--- src/rtl/shader_dispatch_ctrl.sv ---
// Raster-order quad scheduler for the 4-lane shader core, throttled by downstream credits.
// dbg_state exposes the FSM for checkers: 0 IDLE, 1 RUN, 2 DRAIN, 3 DONE.
module shader_dispatch_ctrl #(
  parameter int BITS_X   = 10,
  parameter int BITS_Y   = 9,
  parameter int H_ACTIVE = 640,
  parameter int V_ACTIVE = 480,
  parameter int CREDITS  = 8,
  parameter int PIPE_LAT = 1
) (
  input  logic              clk,
  input  logic              rst,
  input  logic              frame_start,
  input  logic [1:0]        mode_in,
  input  logic              credit_ret,
  output logic [BITS_X-1:0] px_x_base,
  output logic [BITS_Y-1:0] px_y,
  output logic              valid_out,
  output logic [31:0]       time_out,
  output logic [1:0]        mode_out,
  output logic              busy,
  output logic              frame_done,
  output logic              overrun,
  output logic              credit_err,
  output logic [1:0]        dbg_state
);

  localparam int CW = $clog2(CREDITS + 1);
  localparam int LW = $clog2(PIPE_LAT + 1);
  localparam logic [CW-1:0]     CREDIT_MAX = CW'(CREDITS);
  localparam logic [CW-1:0]     CREDIT_ONE = CW'(1);
  localparam logic [LW-1:0]     LAT_MIN    = LW'(PIPE_LAT - 1);
  localparam logic [LW-1:0]     LAT_ONE    = LW'(1);
  localparam logic [BITS_X-1:0] X_LAST     = BITS_X'(H_ACTIVE - 4);
  localparam logic [BITS_X-1:0] X_STEP     = BITS_X'(4);
  localparam logic [BITS_Y-1:0] Y_LAST     = BITS_Y'(V_ACTIVE - 1);
  localparam logic [BITS_Y-1:0] Y_STEP     = BITS_Y'(1);

  typedef enum logic [1:0] {IDLE = 2'd0, RUN = 2'd1, DRAIN = 2'd2, DONE = 2'd3} state_t;

  state_t            state_q, state_d;
  logic [BITS_X-1:0] cx_q, cx_d, px_x_q, px_x_d;
  logic [BITS_Y-1:0] cy_q, cy_d, px_y_q, px_y_d;
  logic [CW-1:0]     credit_q, credit_d;
  logic [LW-1:0]     lat_q, lat_d;
  logic [31:0]       time_q, time_d;
  logic [1:0]        mode_q, mode_d;
  logic              valid_q, valid_d, busy_q, busy_d, done_q, done_d;
  logic              overrun_q, overrun_d, err_q, err_d;
  logic              issue, last_quad, drain_ok;

  // valid_out has no ready: the core cannot stall, so a quad is only issued while a
  // downstream slot is known free (credit_q != 0); each credit_ret pulse frees one slot.
  assign issue     = (state_q == RUN) && (credit_q != '0);
  assign last_quad = (cx_q == X_LAST) && (cy_q == Y_LAST);
  assign drain_ok  = (lat_q == LAT_MIN) && (credit_q == CREDIT_MAX);

  always_ff @(posedge clk) begin
    if (rst) state_q <= IDLE;
    else     state_q <= state_d;
  end

  always_comb begin
    state_d = state_q;
    case (state_q)
      IDLE:    if (frame_start) state_d = RUN;
      RUN:     if (issue && last_quad) state_d = DRAIN;
      DRAIN:   if (drain_ok) state_d = DONE;
      DONE:    state_d = IDLE;
      default: state_d = IDLE;
    endcase
  end

  always_comb begin
    cx_d      = cx_q;
    cy_d      = cy_q;
    px_x_d    = px_x_q;
    px_y_d    = px_y_q;
    valid_d   = 1'b0;
    time_d    = time_q;
    mode_d    = mode_q;
    lat_d     = lat_q;
    done_d    = 1'b0;
    overrun_d = frame_start && (state_q != IDLE);
    busy_d    = (state_d == RUN) || (state_d == DRAIN);
    credit_d  = credit_q;
    err_d     = err_q;

    // A return against a full counter has no slot to give back: drop it and flag.
    if (issue && !credit_ret) begin
      credit_d = credit_q - CREDIT_ONE;
    end else if (!issue && credit_ret) begin
      if (credit_q == CREDIT_MAX) err_d = 1'b1;
      else                        credit_d = credit_q + CREDIT_ONE;
    end

    case (state_q)
      IDLE: begin
        if (frame_start) begin
          mode_d = (mode_in == 2'd3) ? 2'd1 : mode_in;
          cx_d   = '0;
          cy_d   = '0;
        end
      end
      RUN: begin
        lat_d = '0;
        if (issue) begin
          valid_d = 1'b1;
          px_x_d  = cx_q;
          px_y_d  = cy_q;
          if (cx_q == X_LAST) begin
            cx_d = '0;
            cy_d = cy_q + Y_STEP;
          end else begin
            cx_d = cx_q + X_STEP;
          end
        end
      end
      DRAIN: begin
        if (lat_q != LAT_MIN) lat_d = lat_q + LAT_ONE;
      end
      DONE: begin
        done_d = 1'b1;
        time_d = time_q + 32'd1;
      end
      default: ;
    endcase
  end

  always_ff @(posedge clk) begin
    if (rst) begin
      cx_q      <= '0;
      cy_q      <= '0;
      px_x_q    <= '0;
      px_y_q    <= '0;
      valid_q   <= 1'b0;
      time_q    <= '0;
      mode_q    <= '0;
      lat_q     <= '0;
      credit_q  <= CREDIT_MAX;
      busy_q    <= 1'b0;
      done_q    <= 1'b0;
      overrun_q <= 1'b0;
      err_q     <= 1'b0;
    end else begin
      cx_q      <= cx_d;
      cy_q      <= cy_d;
      px_x_q    <= px_x_d;
      px_y_q    <= px_y_d;
      valid_q   <= valid_d;
      time_q    <= time_d;
      mode_q    <= mode_d;
      lat_q     <= lat_d;
      credit_q  <= credit_d;
      busy_q    <= busy_d;
      done_q    <= done_d;
      overrun_q <= overrun_d;
      err_q     <= err_d;
    end
  end

  assign px_x_base  = px_x_q;
  assign px_y       = px_y_q;
  assign valid_out  = valid_q;
  assign time_out   = time_q;
  assign mode_out   = mode_q;
  assign busy       = busy_q;
  assign frame_done = done_q;
  assign overrun    = overrun_q;
  assign credit_err = err_q;
  assign dbg_state  = state_q;

endmodule

--- config.mk ---
export PLATFORM = sky130hd
export DESIGN_NAME = shader_dispatch_ctrl
export DESIGN_NICKNAME = d
export VERILOG_FILES = /design/src/rtl/shader_dispatch_ctrl.sv
export SDC_FILE = /design/constraint.sdc
export NUM_CORES = 1
export LEC_CHECK = 0
export CAP_MARGIN = 10
export CORE_MARGIN = 2
export CORE_UTILIZATION = 23
export CTS_CLUSTER_SIZE = 30
export DETAILED_ROUTE_END_ITERATION = 12
export PLACE_DENSITY = 0.46
export SETUP_SLACK_MARGIN = 0.15
export SYNTH_ARGS = -nofsm -noshare
export SYNTH_HDL_FRONTEND = slang
export SYNTH_SLANG_ARGS = --single-unit
--- constraint.sdc ---
create_clock -name clk -period 4.4 [get_ports clk]
set_clock_uncertainty 0.2 [all_clocks]
set_input_delay 1.32 -clock clk [delete_from_list [all_inputs] [get_ports clk]]
set_output_delay 1.32 -clock clk [all_outputs]
set_load 0.01 [all_outputs]
==> results.cfg <==
[synth]
ys_seq_area_share_pct = 43.26
yosys-top-cells-area = dfxtp_1 (43%), a21oi_1 (7.1%), nand2_1 (5.5%), nor2_1 (3.6%), mux2_2 (3.4%)
ys_warn_count = 0
netlist_top_cells_count = dfxtp_1 (79), nand2_1 (54), a21oi_1 (52), nor2_1 (35), nand3_1 (22)
ys_types = 47
synthesis.instances = 432
synth_seq_cells = 79
postSynth.asyncResetShare_pct = 0
yosysTopAreaCellShare_pct = 43.26
synth_edf_count = 0
yosysTopAreaCell = dfxtp_1
synth_area_sq_um = 3656
synth_ff_type = dfxtp_1
yosysMostFrequentCell = dfxtp_1
avgSynthCellArea_sq_um = 8.463

[setup_path]
cp_max_fo = 18
required_ps = 4430
worstReg2RegStart = credit_q[0]
worstPathArrival_ps = 3340
ff2ff_setup_slack_ps = 1090
slowest_delay_ps = 590
reg2reg_to = credit_q[3]
endpoint = credit_q[3]
startpoint_type = flip-flop
reg2reg_depth = 9
slowest_stage = or4_1
path_delay_family = adder cells
crit_cells = 9
startpoint = credit_q[0]
cp-end-kind = flip-flop
crit_type = reg -> reg
cp_cell_sequence = or4_1 -> nand2_1 -> clkinv_1 -> ha_1 -> ha_1 -> a21o_1 -> a21oi_1 -> mux2_2 -> mux2i_1
path_common_cell = ha_1
path_buf_inv = 1

[floorplan]
rows = 46
core_area_sq_um = 15710
start_util_pct = 23.27
dieArea_sq_um = 16920
dieHeight_um = 130.1
io_pins = 66
die_x_um = 130.1

[final_layout]
stdcell_count = 708
postLayoutCoreUtil_pct = 30.36
antenna_cells = 0
num-nets-final = 502
drive_above_1_share_pct = 7.927
area_growth_pct = 30.46
fillers = 1647

[clocking]
postCtsSetupBuffers = 0
cts_tree = done
clock-root-buffer = clkbuf_16
cts_buffers = 9
ctsLongestPathBuffers = 2
hold_buffers = 0
cts-resized-gates = 0
clock_latency_ps = 340
cts.sinks = 79
path_clk_slew_ps = 60
h-tree-depth = 3

[power]
p_clk_share_pct = 47.2
internal-power_mw = 1.321
pwr-share-comb_pct = 9.2
p_sw_mw = 0.4147
powerDensity_nw_per_um2 = 363.8
p_leak_nw = 1.563
ir_worst_vdd_uv = 166.3
pwr-share-seq_pct = 43.7
sw_frac_of_total_pct = 23.90

[global_route]
grt_max_degree = 49
grt_usage_pct = 11.41
antenna_found_initial = 0
grt-ovfl-total = 0
grt_pass1_wl_um = 15270
grt_pass1_vias = 3171

[sta]
hold_viol_final = 0
max_slew_margin_pct = 27.51
hold-worst-slack_ps = 257.6
setup_tns_ps = 0
report.final.slew_viol_count = 0
period_needed_ps = 3314
fmax_mhz = 301.8
worst_slew_pin_slew_ps = 1087
setup_viol = 0
rsz0062_at_grt = no
fin_crit_sh_pct = 75.31

[placed_design]
dp.final_hpwl_um = 6572
gp_congestion = 0.8050
port_buffers = 63
dp.cells = 692

[routing]
drt-pass1-iter-count = 5
avgViaCountPerCell = 4.641
wire_per_inst_um = 13.23
drcViolationCount = 0
drt_first_iter_violations = 171
dr_total_vias = 3286
finalWirelength_um = 9370
ant_nets = 0

[min_path]
hold_depth = 2
hold_path.class = reg -> reg

[job]
maxCapViolCount = 0

[run_status]
outcome = completed
==> layout make-up <==
cell class / instances / area, sq um / share of cell area [%]
repair buffers: 66 / 648.1 / 13.59
flip-flops and latches: 79 / 1582 / 33.16
clock buffers: 13 / 260.3 / 5.456
multi-input cells: 315 / 1884 / 39.51
inverters: 16 / 60.06 / 1.259
well taps: 216 / 270.3 / 5.666
clock inverters: 3 / 65.06 / 1.364
==> registers in the layout (all words and copies together), names as in the netlist <==
name,flops
busy,1
mode_out,2
credit_err,1
cy_q,9
overrun,1
credit_q,4
dbg_state,2
px_x_base,8
valid_out,1
px_y,9
frame_done,1
cx_q,8
time_out,32
==> stage by stage <==
step                      cell area, sq um  setup WS, ps  power [mW]
final                                 4770          1086       1.735
after floorplan                       3660          1384      0.8845
after CTS                             4770          1036       1.774
after detailed placement              4444         834.3      0.9348
after global routing                  4770         823.3       1.819
after global placement                4444         929.9      0.9326
==> worst min path at each step <==
stage,startpoint,to,slack [ps]
2_1_floorplan,cx_q[9],px_x_base[9],250
5_1_grt,px_y[4],px_y[4],280
6_report,px_y[6],px_y[6],260
3_5_place_dp,px_x_base[8],px_x_base[8],250
3_3_place_gp,px_x_base[5],px_x_base[5],250
4_1_cts,px_x_base[6],px_x_base[6],260
==> kinds of logic (layout without fill, tap and decap cells) <==
logic type / after synthesis / in the layout / share of synthesized area [%]
buffers and inverters: 39 / 98 / 5.304
and+or+nand+nor: 192 / 192 / 27.69
DFF: 79 / 79 / 43.26
xor gates and xnor gates: 13 / 13 / 3.114
muxes: 14 / 14 / 4.210
AOI/OAI and AO/OA: 85 / 85 / 13.04
adders and majority gates: 9 / 9 / 3.286
other: 1 / 2 / 0.1026
==> power by group through the flow <==
stage | logic [mW] | registers [mW] | clock network [mW]
after floorplan | 0.115 | 0.769 | 0
after CTS | 0.163 | 0.758 | 0.854
after global routing | 0.180 | 0.762 | 0.877
after global placement | 0.159 | 0.774 | 0
after detailed placement | 0.161 | 0.773 | 0
final | 0.159 | 0.758 | 0.819
==> layout by cell type, fill, tap and decap left out, types with 5 or more instances in the layout <==
master	netlist	layout
inv_1	15	15
and3_1	6	6
o31ai_1	13	13
or4_1	15	15
clkbuf_16	0	9
mux2_2	11	11
nand4_1	6	6
nor3_1	11	11
or3_1	11	11
nand3_1	22	22
nor2b_1	11	11
nor2_1	35	35
xnor2_1	8	8
clkdlybuf4s50_1	0	62
dfxtp_1	79	79
nand2_1	54	54
xor2_1	5	5
ha_1	8	8
o21ai_0	13	13
a21oi_1	52	52
==> worst min-delay path, stage by stage, from the launching register on <==
cell     delay [ps]
dfxtp_1         310
nand2_1          50
a21oi_1          50
==> routing by layer <==
| layer | wire (um) | track usage, % |
|---|---|---|
| met4 | 110 | 3.163 |
| met3 | 490 | 4.059 |
| met1 | 4201 | 13.23 |
| met5 | 0 | 0 |
| met2 | 4568 | 19.90 |
Power figures use the tool's default switching activity.
